## config.mk

```make
export PLATFORM = sky130hd
export DESIGN_NAME = fifo_rd_arbiter_flat
export DESIGN_NICKNAME = d
export VERILOG_FILES = /design/src/rtl/fifo_rd_arbiter_if.sv /design/src/rtl/fifo_rd_arbiter.sv /design/src/flat_wrapper.sv
export SDC_FILE = /design/constraint.sdc
export NUM_CORES = 1
export LEC_CHECK = 0
export ABC_AREA = 1
export BUFFER_PORTS_ARGS = -buffer_cell sky130_fd_sc_hd__buf_2
export CORE_UTILIZATION = 50
export CTS_CLUSTER_SIZE = 24
export DETAILED_ROUTE_END_ITERATION = 8
export GPL_ROUTABILITY_DRIVEN = 0
export PLACE_DENSITY_LB_ADDON = 0.12
export SKIP_LAST_GASP = 1
export SLEW_MARGIN = 20
export SYNTH_ARGS = -nofsm -noshare
export SYNTH_HDL_FRONTEND = slang
export SYNTH_SLANG_ARGS = --single-unit
```

## constraint.sdc

```tcl
create_clock -name r_clk -period 2.2 [get_ports r_clk]
set_input_delay 0.22 -clock r_clk [delete_from_list [all_inputs] [get_ports r_clk]]
set_output_delay 0.22 -clock r_clk [all_outputs]
set_load 0.01 [all_outputs]
```

## src/rtl/fifo_rd_arbiter_if.sv

```systemverilog
// Read-side bundle between the FIFO read port, the arbiter and its consumers.
// master = arbiter side, slave = FIFO/consumer side.
interface fifo_rd_arbiter_if #(
  parameter int N_REQ      = 4,
  parameter int DATA_WIDTH = 32
);
  localparam int ID_W = $clog2(N_REQ);

  logic [N_REQ-1:0]      req;
  logic                  f_empty;
  logic [DATA_WIDTH-1:0] fifo_rdata;
  logic                  fifo_r_en;
  logic [N_REQ-1:0]      gnt;
  logic [DATA_WIDTH-1:0] dout;
  logic                  dout_valid;
  logic [ID_W-1:0]       dout_id;
  logic                  busy;

  modport master (
    input  req, f_empty, fifo_rdata,
    output fifo_r_en, gnt, dout, dout_valid, dout_id, busy
  );

  modport slave (
    output req, f_empty, fifo_rdata,
    input  fifo_r_en, gnt, dout, dout_valid, dout_id, busy
  );
endinterface

```

## src/rtl/fifo_rd_arbiter.sv

```systemverilog
// Round-robin scheduler sharing the async FIFO read port among N_REQ consumers.
// Words come back one cycle after fifo_r_en, tagged with the owning consumer id.
//
//   state   | meaning
//   S_IDLE  | no grant; pick next requester starting at rr_ptr
//   S_BURST | gnt_id owns the read port until burst done, withdraw or starvation
module fifo_rd_arbiter #(
  parameter int N_REQ      = 4,
  parameter int DATA_WIDTH = 32,
  parameter int BURST_LEN  = 8,
  parameter int STALL_MAX  = 16
) (
  input  logic                r_clk,
  input  logic                rrst,
  fifo_rd_arbiter_if.master   bus
);
  localparam int ID_W = $clog2(N_REQ);
  localparam int BC_W = $clog2(BURST_LEN + 1);
  localparam int SC_W = $clog2(STALL_MAX + 1);

  typedef enum logic {S_IDLE, S_BURST} state_t;

  state_t                state;
  logic [N_REQ-1:0]      gnt;
  logic [ID_W-1:0]       gnt_id;
  logic [ID_W-1:0]       rr_ptr;
  logic [BC_W-1:0]       beat_cnt;
  logic [SC_W-1:0]       stall_cnt;
  logic                  busy;
  logic                  dout_valid;
  logic [ID_W-1:0]       dout_id;
  logic [DATA_WIDTH-1:0] dout_hold;

  logic [ID_W-1:0]       pick_id;
  logic                  pick_found;
  logic [ID_W-1:0]       idx;
  logic [ID_W-1:0]       next_ptr;
  logic                  own_req;
  logic                  rd_en;
  logic                  burst_done;
  logic                  starved;
  logic                  release_gnt;

  // Scan downward so the lowest offset from rr_ptr wins.
  always_comb begin
    pick_found = 1'b0;
    pick_id    = '0;
    idx        = '0;
    for (int k = N_REQ - 1; k >= 0; k--) begin
      idx = ID_W'((int'(rr_ptr) + k) % N_REQ);
      if (bus.req[idx]) begin
        pick_found = 1'b1;
        pick_id    = idx;
      end
    end
  end

  assign own_req     = bus.req[gnt_id];
  assign rd_en       = (state == S_BURST) && own_req && !bus.f_empty;
  assign burst_done  = rd_en && (beat_cnt == BC_W'(BURST_LEN - 1));
  assign starved     = bus.f_empty && (stall_cnt == SC_W'(STALL_MAX - 1));
  assign release_gnt = burst_done || !own_req || starved;
  assign next_ptr    = (gnt_id == ID_W'(N_REQ - 1)) ? '0 : gnt_id + ID_W'(1);

  always_ff @(posedge r_clk) begin
    if (!rrst) begin
      state      <= S_IDLE;
      gnt        <= '0;
      gnt_id     <= '0;
      rr_ptr     <= '0;
      beat_cnt   <= '0;
      stall_cnt  <= '0;
      busy       <= 1'b0;
      dout_valid <= 1'b0;
      dout_id    <= '0;
      dout_hold  <= '0;
    end else begin
      dout_valid <= rd_en;
      dout_id    <= gnt_id;
      if (dout_valid) dout_hold <= bus.fifo_rdata;
      case (state)
        S_IDLE: begin
          if (pick_found) begin
            state     <= S_BURST;
            gnt_id    <= pick_id;
            gnt       <= N_REQ'(1) << pick_id;
            beat_cnt  <= '0;
            stall_cnt <= '0;
            busy      <= 1'b1;
          end
        end
        S_BURST: begin
          if (release_gnt) begin
            state  <= S_IDLE;
            gnt    <= '0;
            busy   <= 1'b0;
            rr_ptr <= next_ptr;
          end else if (rd_en) begin
            beat_cnt  <= beat_cnt + BC_W'(1);
            stall_cnt <= '0;
          end else begin
            stall_cnt <= stall_cnt + SC_W'(1);
          end
        end
        default: state <= S_IDLE;
      endcase
    end
  end

  assign bus.fifo_r_en  = rd_en;
  assign bus.gnt        = gnt;
  assign bus.busy       = busy;
  assign bus.dout_valid = dout_valid;
  assign bus.dout_id    = dout_id;
  assign bus.dout       = dout_valid ? bus.fifo_rdata : dout_hold;
endmodule

```

## src/flat_wrapper.sv

```systemverilog
// flat-port wrapper written by rule: the top's interface ports become plain ports
module fifo_rd_arbiter_flat 
#(
  parameter int N_REQ      = 4,
  parameter int DATA_WIDTH = 32,
  parameter int BURST_LEN  = 8,
  parameter int STALL_MAX  = 16
)
  (r_clk, rrst, bus_req, bus_f_empty, bus_fifo_rdata, bus_fifo_r_en, bus_gnt, bus_dout, bus_dout_valid, bus_dout_id, bus_busy);
  fifo_rd_arbiter_if #(.N_REQ(N_REQ), .DATA_WIDTH(DATA_WIDTH)) bus_i ();
  input  logic r_clk;
  input  logic rrst;
  input wire logic [$bits(bus_i.req)-1:0] bus_req;
  input wire logic [$bits(bus_i.f_empty)-1:0] bus_f_empty;
  input wire logic [$bits(bus_i.fifo_rdata)-1:0] bus_fifo_rdata;
  output wire logic [$bits(bus_i.fifo_r_en)-1:0] bus_fifo_r_en;
  output wire logic [$bits(bus_i.gnt)-1:0] bus_gnt;
  output wire logic [$bits(bus_i.dout)-1:0] bus_dout;
  output wire logic [$bits(bus_i.dout_valid)-1:0] bus_dout_valid;
  output wire logic [$bits(bus_i.dout_id)-1:0] bus_dout_id;
  output wire logic [$bits(bus_i.busy)-1:0] bus_busy;
  assign bus_i.req = bus_req;
  assign bus_i.f_empty = bus_f_empty;
  assign bus_i.fifo_rdata = bus_fifo_rdata;
  assign bus_fifo_r_en = bus_i.fifo_r_en;
  assign bus_gnt = bus_i.gnt;
  assign bus_dout = bus_i.dout;
  assign bus_dout_valid = bus_i.dout_valid;
  assign bus_dout_id = bus_i.dout_id;
  assign bus_busy = bus_i.busy;
  fifo_rd_arbiter #(.N_REQ(N_REQ), .DATA_WIDTH(DATA_WIDTH), .BURST_LEN(BURST_LEN), .STALL_MAX(STALL_MAX)) u_core (.r_clk(r_clk), .rrst(rrst), .bus(bus_i));
endmodule
```

# Yosys cells after proc, flatten, opt, wreduce, memory -nomap -nowiden
# Cells that the tools add are included.
[totals]
reg_bits = 54
inputBits = 39
output_inout_bits = 41
wordCells = 80
[op_classes]
add_sub_neg = 6
n_lt_le_gt_ge = 5
n_eq_ne = 7
shift = 1
muxes = 37
n_bitwise = 1
n_reduce_logical = 13
[op_table]
columns = ["cell", "count"]
rows = [
  ["$mux W32", 1],
  ["$mux W4", 5],
  ["$pmux W4 S2", 2],
  ["$lt A2 B3 Y1 const B", 5],
  ["$mux W5", 3],
  ["$mux W1", 13],
  ["$bmux W1 S2", 5],
  ["$mux W2", 5],
  ["$pmux W5 S2", 1],
  ["$reduce_and A2 Y1", 4],
  ["$ne A2 B2 Y1 const B", 3],
  ["$add A5 B1 Y5 const B", 1],
  ["$eq A5 B4 Y1 const B", 1],
  ["$add A2 B1 Y2 const B", 2],
  ["$add A2 B2 Y2 const B", 2],
  ["$add A4 B1 Y4 const B", 1],
  ["$eq A4 B3 Y1 const B", 1],
  ["$logic_and A1 B1 Y1", 4],
  ["$pmux W1 S2", 2],
  ["$shl A1 B2 Y4 const A", 1],
  ["$reduce_and A3 Y1", 1],
  ["$eq A2 B2 Y1 const B", 1],
  ["$logic_not A1 Y1", 2],
  ["$logic_or A1 B1 Y1", 2],
  ["other kinds (2)", 2],
]

# Depth between registers and ports, before layout
# Gate-level depths: netlist (run 1).
[depth]
word_depth = 10
ltp_mapped = 14
depth_no_buf = 13

# Worst setup path after synthesis (run 1)
# No wires, ideal clock.
[synth_path]
path_kind = "reg2reg"
startpoint = "reg u_core.stall_cnt[0]"
endpoint = "reg u_core.stall_cnt[3]"
setup_ps = 128
arrival_time_ps = 1480
t_required_ps = 2072
slack_ps = 592
path_stages_with_launch = 11
path_buffers = 1
synth_period_minus_slack_ps = 1608
path_cell_list = "dfxtp_1 ha_1 and3_1 ha_1 nand2_1 o2111ai_1 nand2_4 buf_6 nand2_1 o21ai_1 nor2_1"
[synth_between]
elab_chain_cells = 5
elab_cells_between_ends = 9
classes_between = "add/sub: 1; eq/ne: 2; mux: 3; reduce/logical: 3"
[synth_rtl]
columns = ["item", "line_no", "rtl"]
rows = [
  ["start: declaration", "fifo_rd_arbiter.sv:28", "logic [SC_W-1:0] stall_cnt;"],
  ["start signal: assignment", "fifo_rd_arbiter.sv:102", "stall_cnt <= stall_cnt + SC_W'(1);"],
  ["parallel branches: the longest is 5 deep, another holds $add A5 B1 Y5", "n/a", ""],
]
# Several ways; the timed one is not identified. The select of a mux whose other input is x is not followed.
# A chain may end at the register's enable or synchronous reset.

# Worst setup path in the final report (run 1)
[layout_path]
startpoint = "reg u_core.stall_cnt[0]"
endpoint = "reg u_core.stall_cnt[2]"
# The elaborated chain is that of the path after synthesis.

==> results of run 1 <==
-- how the worst max path moves through the flow --
| stage | end | slack (ps) | cells after the start |
|---|---|---|---|
| final | u_core.stall_cnt[2] | 430 | 9 |
| after global routing | u_core.stall_cnt[4] | 250 | 10 |
| after CTS | bus_fifo_r_en | 400 | 5 |
| after detailed placement | u_core.stall_cnt[2] | 450 | 9 |
| after global placement | u_core.stall_cnt[2] | 510 | 9 |
| after floorplan | u_core.stall_cnt[3] | 590 | 10 |
-- kinds of logic (layout without fill, tap and decap cells) --
| kind of cell | after synthesis | count (layout) | share of synthesized area (%) |
|---|---|---|---|
| compound gates | 55 | 55 | 11.6 |
| xor+xnor | 2 | 2 | 0.697 |
| fa+ha+maj | 4 | 4 | 1.99 |
| buf+inv | 49 | 123 | 8.27 |
| flops | 54 | 54 | 43.0 |
| simple gates | 203 | 203 | 34.5 |
-- registers in the layout, summed over array words and instances, names as in the netlist --
name                   count
u_core.rr_ptr              2
u_core.bus.dout_valid      1
u_core.state               1
u_core.bus.gnt             4
u_core.gnt_id              2
u_core.dout_hold          32
u_core.bus.busy            1
u_core.beat_cnt            4
u_core.bus.dout_id         2
u_core.stall_cnt           5
-- metrics by stage --
step / std cells / power, W
floorplan: 367 / 0.00217
global placement: 501 / 0.00242
detailed placement: 501 / 0.00244
CTS: 508 / 0.00310
global route: 508 / 0.00332
finish: 508 / 0.00308
-- worst register-to-register path, delay by kind of cell (launching register included) --
| family | cells | cell delay, ps |
|---|---|---|
| AOI/OAI and AO/OA | 2 | 290 |
| adders and majority gates | 2 | 410 |
| buffers and inverters | 1 | 120 |
| DFF | 1 | 350 |
| and+or+nand+nor | 4 | 500 |
-- synthesized netlist by cell type (all sizes together) --
cell,count
a211oi,1
a21oi,42
and3,1
buf,7
clkbuf,8
dfxtp,54
ha,4
inv,34
nand2,158
nand3,23
nand4,4
nor2,17
o2111ai,1
o211ai,1
o21ai,9
o31ai,1
xor2,2
-- per-layer routing --
metal  wire [µm]  vias up  global-route usage (%)
li1            -     1306                       -
met1        2410     1070                    24.8
met5           0        -                       0
met3         250        7                    3.87
met4          77        0                    9.37
met2        2570       59                    36.1
-- area by class of cell --
type	instances	area, µm²	share of cell area [%]
Multi-Input combinational cell	264	1220	40.0
Sequential cell	54	1080	35.3
Timing Repair Buffer	82	430	14.1
Inverter	34	135	4.41
Tap cell	67	83.8	2.74
Clock buffer	5	68.8	2.25
Clock inverter	2	38.8	1.27
-- cells in the final DEF, fill, tap and decap left out, types with 2 or more instances in the layout --
| cell | n |
|---|---|
| a21oi_1 | 42 |
| nand3_1 | 21 |
| xor2_1 | 2 |
| nand2_1 | 147 |
| ha_1 | 4 |
| nand2_4 | 3 |
| inv_1 | 32 |
| nand3_2 | 2 |
| nand2_2 | 8 |
| nand4_1 | 4 |
| o21ai_0 | 5 |
| dfxtp_1 | 54 |
| nor2_2 | 4 |
| nor2_1 | 13 |
| buf_4 | 2 |
| clkbuf_8 | 5 |
| o21ai_1 | 3 |
| buf_2 | 79 |
-- power by group through the flow --
stage               combinational, W  clock, W  sequential (W)
floorplan                   0.000901         0         0.00127
global placement             0.00112         0         0.00130
detailed placement           0.00114         0         0.00130
CTS                          0.00115  0.000668         0.00128
global route                 0.00131  0.000703         0.00131
finish                       0.00115  0.000649         0.00128
==> flow_summary_export.csv, run 1 <==
group,metric,value,unit
worst_setup_path,critPathMaxStageDelay,350,ps
timing,hold_viol,0,
worst_setup_path,critPathLaunchType,"flip-flop",
placed_design,dp_hpwl,3850,µm
worst_setup_path,crit_slowest_cell,"dfxtp_1",
worst_setup_path,reg2reg_slack,430,ps
pwr,clkPwrFrac,21.1,%
clocking,h-tree-depth,2,
timing,finalSetupViolCount,0,
pwr,internal_power,0.00189,W
timing,fmax,563,MHz
drt,final_antenna_net_count,0,
drt,via_count,2442,
yosys,synth_area_leader_cell,"dfxtp_1",
worst_setup_path,timing.rr.end,"u_core.stall_cnt[2]",
die,die-area,5310,µm²
pwr,p_per_area,1010,nW/µm²
grt,grt_pass1_vias,2058,
placed_design,dp_slack,455,ps
timing,rsz0062_at_grt,"no",
final_layout,synthToLayoutAreaGrowth,21.9,%
clocking,cts_resized,0,
clocking,cts_hold_buf,0,
worst_setup_path,path_cells,"ha_1 > and3_1 > ha_1 > nand2_1 > o2111ai_1 > nand2_4 > inv_1 > a21oi_1 > nor2_1",
final_layout,fill_cells,470,
timing,worst_slack,425,ps
worst_setup_path,path_max_fanout,12,
grt,grt_overflow,0,
worst_setup_path,crit_path_end_kind,"flip-flop",
placed_design,place_area,2950,µm²
grt,antenna_found_initial,0,
clocking,clk-insertion-delay-late,310,ps
pwr,combinationalPowerShare,37.3,%
job,drv_cap,0,
clocking,clock-sinks,54,
worst_setup_path,cp.buffers_inverters,1,
die,fp.dieH,72.9,µm
timing,max_slew.worst_pin.slew,499,ps
yosys,avgSynthCellArea,6.85,µm²
grt,grt_start_max_net_pins,34,
worst_setup_path,path_delay_family,"simple AND/OR/NAND/NOR gates",
yosys,synth.distinct_cells,27,
timing,layout_min_cycle_time,1770,ps
drt,dr.pass1.iters,4,
worst_setup_path,crit_path_start,"u_core.stall_cnt[0]",
final_layout,diodes,0,
final_layout,final_nets,484,
worst_setup_path,worst-setup-path-type,"reg -> reg",
clocking,cts_buffers,5,
pwr,p_sw_share,38.5,%
yosys,synth_nets,410,
clocking,cts_post_setup_buffers_inserted,0,
pwr,seq_power_share,41.6,%
timing,setup_tns,0,ps
pwr,ir_drop,0.000675,V
worst_hold_path,hold_end,"u_core.dout_hold[17]",
final_layout,final_util,64.0,%
worst_hold_path,worstHoldStart,"bus_fifo_rdata[17]",
drt,wl,5310,µm
drt,drc,0,
yosys,synth_warnings,0,
final_layout,drive_gt1_share,24.7,%
yosys,netlist_area,2510,µm²
die,ios,80,
worst_setup_path,r2r-start,"u_core.stall_cnt[0]",
die,start_util,52.5,%
clocking,root_buffer,"clkbuf_8",
drt,routedWlPerCell,10.4,µm
clocking,cts_tree,"yes",
die,rows,25,
timing,slew_headroom,66.7,%
final_layout,fin_area,3060,µm²
placed_design,io_buffers,79,
grt,track_usage,20.8,%
worst_setup_path,timing.critical_path.mode_cell,"ha_1",
worst_setup_path,r2r_cells,9,
drt,dr.first_iter.drc_count,126,
yosys,synth-seq-cells,54,
status,outcome,"finished, final reports clean",
worst_setup_path,critPathArrivalTime,1980,ps
pwr,cellLeakagePower,1.71,nW
die,die_x,72.9,µm
timing,worst_hold_slack,172,ps
worst_setup_path,worstPathRequired,2410,ps
pwr,p_sw,0.00118,W
die,core-area,4790,µm²
clocking,clk_pin_slew,90,ps
worst_hold_path,holdPathStages,3,
yosys,syn_inst,367,
timing,finClkSkew,7.39,ps
grt,grt_pass1_wl,8540,µm
yosys,synth_top_area_share,43.0,%
worst_hold_path,hp-class,"in -> reg",
timing,maxSlewViolCount,0,
clocking,clock_path_buffers,2,
yosys,synthTopCellsByArea,"dfxtp_1 (43%), nand2_1 (22%), a21oi_1 (8.4%)",
yosys,seq_area_frac_synth,43.0,%
drt,vias_per_cell,4.81,
timing,final.period_utilization,80.7,%
Power figures use the tool's default switching activity.
==> inputs of run 2 (changes only) <==
clock period = 1.7 ns   (was 2.2 ns; I/O delays follow)
==> run 2 against run 1 <==
Against the previous run: clock-buffer cell count is the same; clock skew shrank 3.2 ps; critical path depth is the same; clock power grew 37%; combinational power grew 49%; register-to-register slack lost 360 ps; global-route usage shrank 0.20 points; sequential share of layout area shrank 1.3 points; hold slack lost 48 ps; fmax grew 8.4%.
==> flow_summary_export.csv, run 2 (synthesized netlist as in run 1, its figures left out) <==
group,metric,value,unit
clocking,clock-sinks,54,
final_layout,largest_reg_flops,32,
final_layout,largestRegisters,"u_core.dout_hold: 32 flops, u_core.stall_cnt: 5 flops",
clocking,cts_tree,"yes",
pwr,cellLeakagePower,1.76,nW
die,start_util,52.5,%
timing,final.period_utilization,96.3,%
drt,dr.first_iter.drc_count,133,
grt,antenna_found_initial,0,
worst_setup_path,critPathLaunchType,"flip-flop",
timing,worst_hold_slack,124,ps
clocking,clk_pin_slew,100,ps
pwr,ir_drop,0.000855,V
die,core-area,4790,µm²
final_layout,drive_gt1_share,30.0,%
worst_setup_path,worstPathRequired,1910,ps
timing,finClkSkew,4.18,ps
final_layout,multiInputGateArea,1270,µm²
timing,slew_headroom,79.4,%
final_layout,regArea,1090,µm²
drt,routedWlPerCell,10.0,µm
drt,drc,0,
clocking,clk-insertion-delay-late,310,ps
final_layout,final_cell_mix,"nand2_1 (145), buf_2 (79), dfxtp_1 (49)",
worst_setup_path,r2r-start,"u_core.stall_cnt[1]",
worst_hold_path,worstHoldStart,"bus_fifo_rdata[30]",
final_layout,fill_cells,425,
clocking,h-tree-depth,2,
job,drv_cap,0,
status,outcome,"finished, final reports clean",
drt,wl,5230,µm
timing,layout_min_cycle_time,1640,ps
final_layout,synthToLayoutAreaGrowth,27.6,%
timing,hold_viol,0,
final_layout,final_common_cell,"nand2_1",
die,ios,80,
grt,grt_start_max_net_pins,33,
placed_design,io_buffers,79,
drt,via_count,2478,
worst_setup_path,crit_slowest_cell,"dfxtp_2",
final_layout,final_nets,496,
worst_setup_path,critPathArrivalTime,1850,ps
die,fp.dieH,72.9,µm
worst_setup_path,path_cells,"ha_2 > and3_4 > ha_1 > nand2_2 > o211ai_1 > nand2_1 > buf_6 > o21ai_0 > a21oi_1",
grt,track_usage,20.5,%
worst_setup_path,crit_path_start,"u_core.stall_cnt[1]",
clocking,cts_buffers,5,
placed_design,place_area,3000,µm²
grt,grt_pass1_vias,2086,
worst_setup_path,path_delay_family,"simple AND/OR/NAND/NOR gates",
final_layout,diodes,0,
placed_design,dp_hpwl,3770,µm
die,die_x,72.9,µm
worst_setup_path,crit_path_end_kind,"flip-flop",
drt,vias_per_cell,4.76,
pwr,p_per_area,1330,nW/µm²
clocking,clock_path_buffers,2,
final_layout,final_util,67.0,%
die,die-area,5310,µm²
final_layout,regMostFlops,"u_core.dout_hold",
worst_setup_path,path_max_fanout,4,
timing,rsz0062_at_grt,"yes",
final_layout,fin_area,3210,µm²
worst_hold_path,hp-class,"in -> reg",
die,rows,25,
clocking,root_buffer,"clkbuf_8",
grt,grt_pass1_wl,8620,µm
timing,max_slew.worst_pin.slew,309,ps
timing,maxSlewViolCount,0,
timing,finalSetupViolCount,0,
drt,dr.pass1.iters,4,
pwr,power,0.00426,W
timing,fmax,611,MHz
drt,final_antenna_net_count,0,
worst_setup_path,worst-setup-path-type,"reg -> reg",
grt,grt_overflow,0,
worst_setup_path,cp.buffers_inverters,1,
worst_setup_path,critPathMaxStageDelay,350,ps
==> run 2: worst paths after layout <==
kind / slack (ps) / depth (start not counted) / endpoint
min reg2reg: 470 / 2 / u_core.stall_cnt[4]
max: 60 / 9 / u_core.rr_ptr[1]
max reg2reg: 60 / 9 / u_core.rr_ptr[1]
min: 120 / 3 / u_core.dout_hold[30]
==> run 2: worst reg2reg max path, stage by stage (launching register included) <==
cell and delay, ps:
dfxtp_2 350, ha_2 180, and3_4 180, ha_1 150, nand2_2 80, o211ai_1 100
nand2_1 150, buf_6 150, o21ai_0 150, a21oi_1 50
==> run 2: cell type report <==
| cell class | count | area share, % |
|---|---|---|
| repair buffers | 93 | 15.8 |
| multi-input cells | 265 | 39.7 |
| clock buffers | 5 | 2.15 |
| flip-flops and latches | 54 | 34.0 |
| inverters | 34 | 4.22 |
| well taps | 67 | 2.62 |
| clock inverters | 3 | 1.52 |
==> run 2: metal layers <==
layer / vias to the layer above / track usage [%] / wire (µm) / part of all wire (%)
li1: 1335 / - / - / -
met1: 1086 / 26.1 / 2430 / 47
met2: 50 / 34.7 / 2500 / 48
met3: 7 / 4.56 / 216 / 4.1
met4: 0 / 6.54 / 78 / 1.5
met5: - / 0 / 0 / 0
==> run 2: power breakdown <==
group | leakage [nW] | switching, W | internal [W]
sequential | 0.441 | 0.000177 | 0.00149
clock | 0.0563 | 0.000438 | 0.000449
combinational | 1.27 | 0.00102 | 0.000687
==> run 2: timing repair <==
| item | 4_1_cts | 5_1_grt |
|---|---|---|
| buffers inserted | 1 | 2 |
| endpoints found under the setup margin | 7 | 20 |
| hold buffers | 0 | 0 |
| resized for setup | 3 | 15 |
| pin swaps | 2 | 5 |
| cloned | 1 | 0 |
==> run 2: per-stage QoR <==
| step | instances | worst slack (ps) | setup TNS [ps] |
|---|---|---|---|
| 2_1_floorplan | 367 | 92.2 | 0 |
| 3_3_place_gp | 509 | 8.63 | 0 |
| 3_5_place_dp | 509 | -14.9 | -14.9 |
| 4_1_cts | 519 | 2.15 | 0 |
| 5_1_grt | 521 | -17.6 | -46.4 |
| 6_report | 521 | 62.1 | 0 |
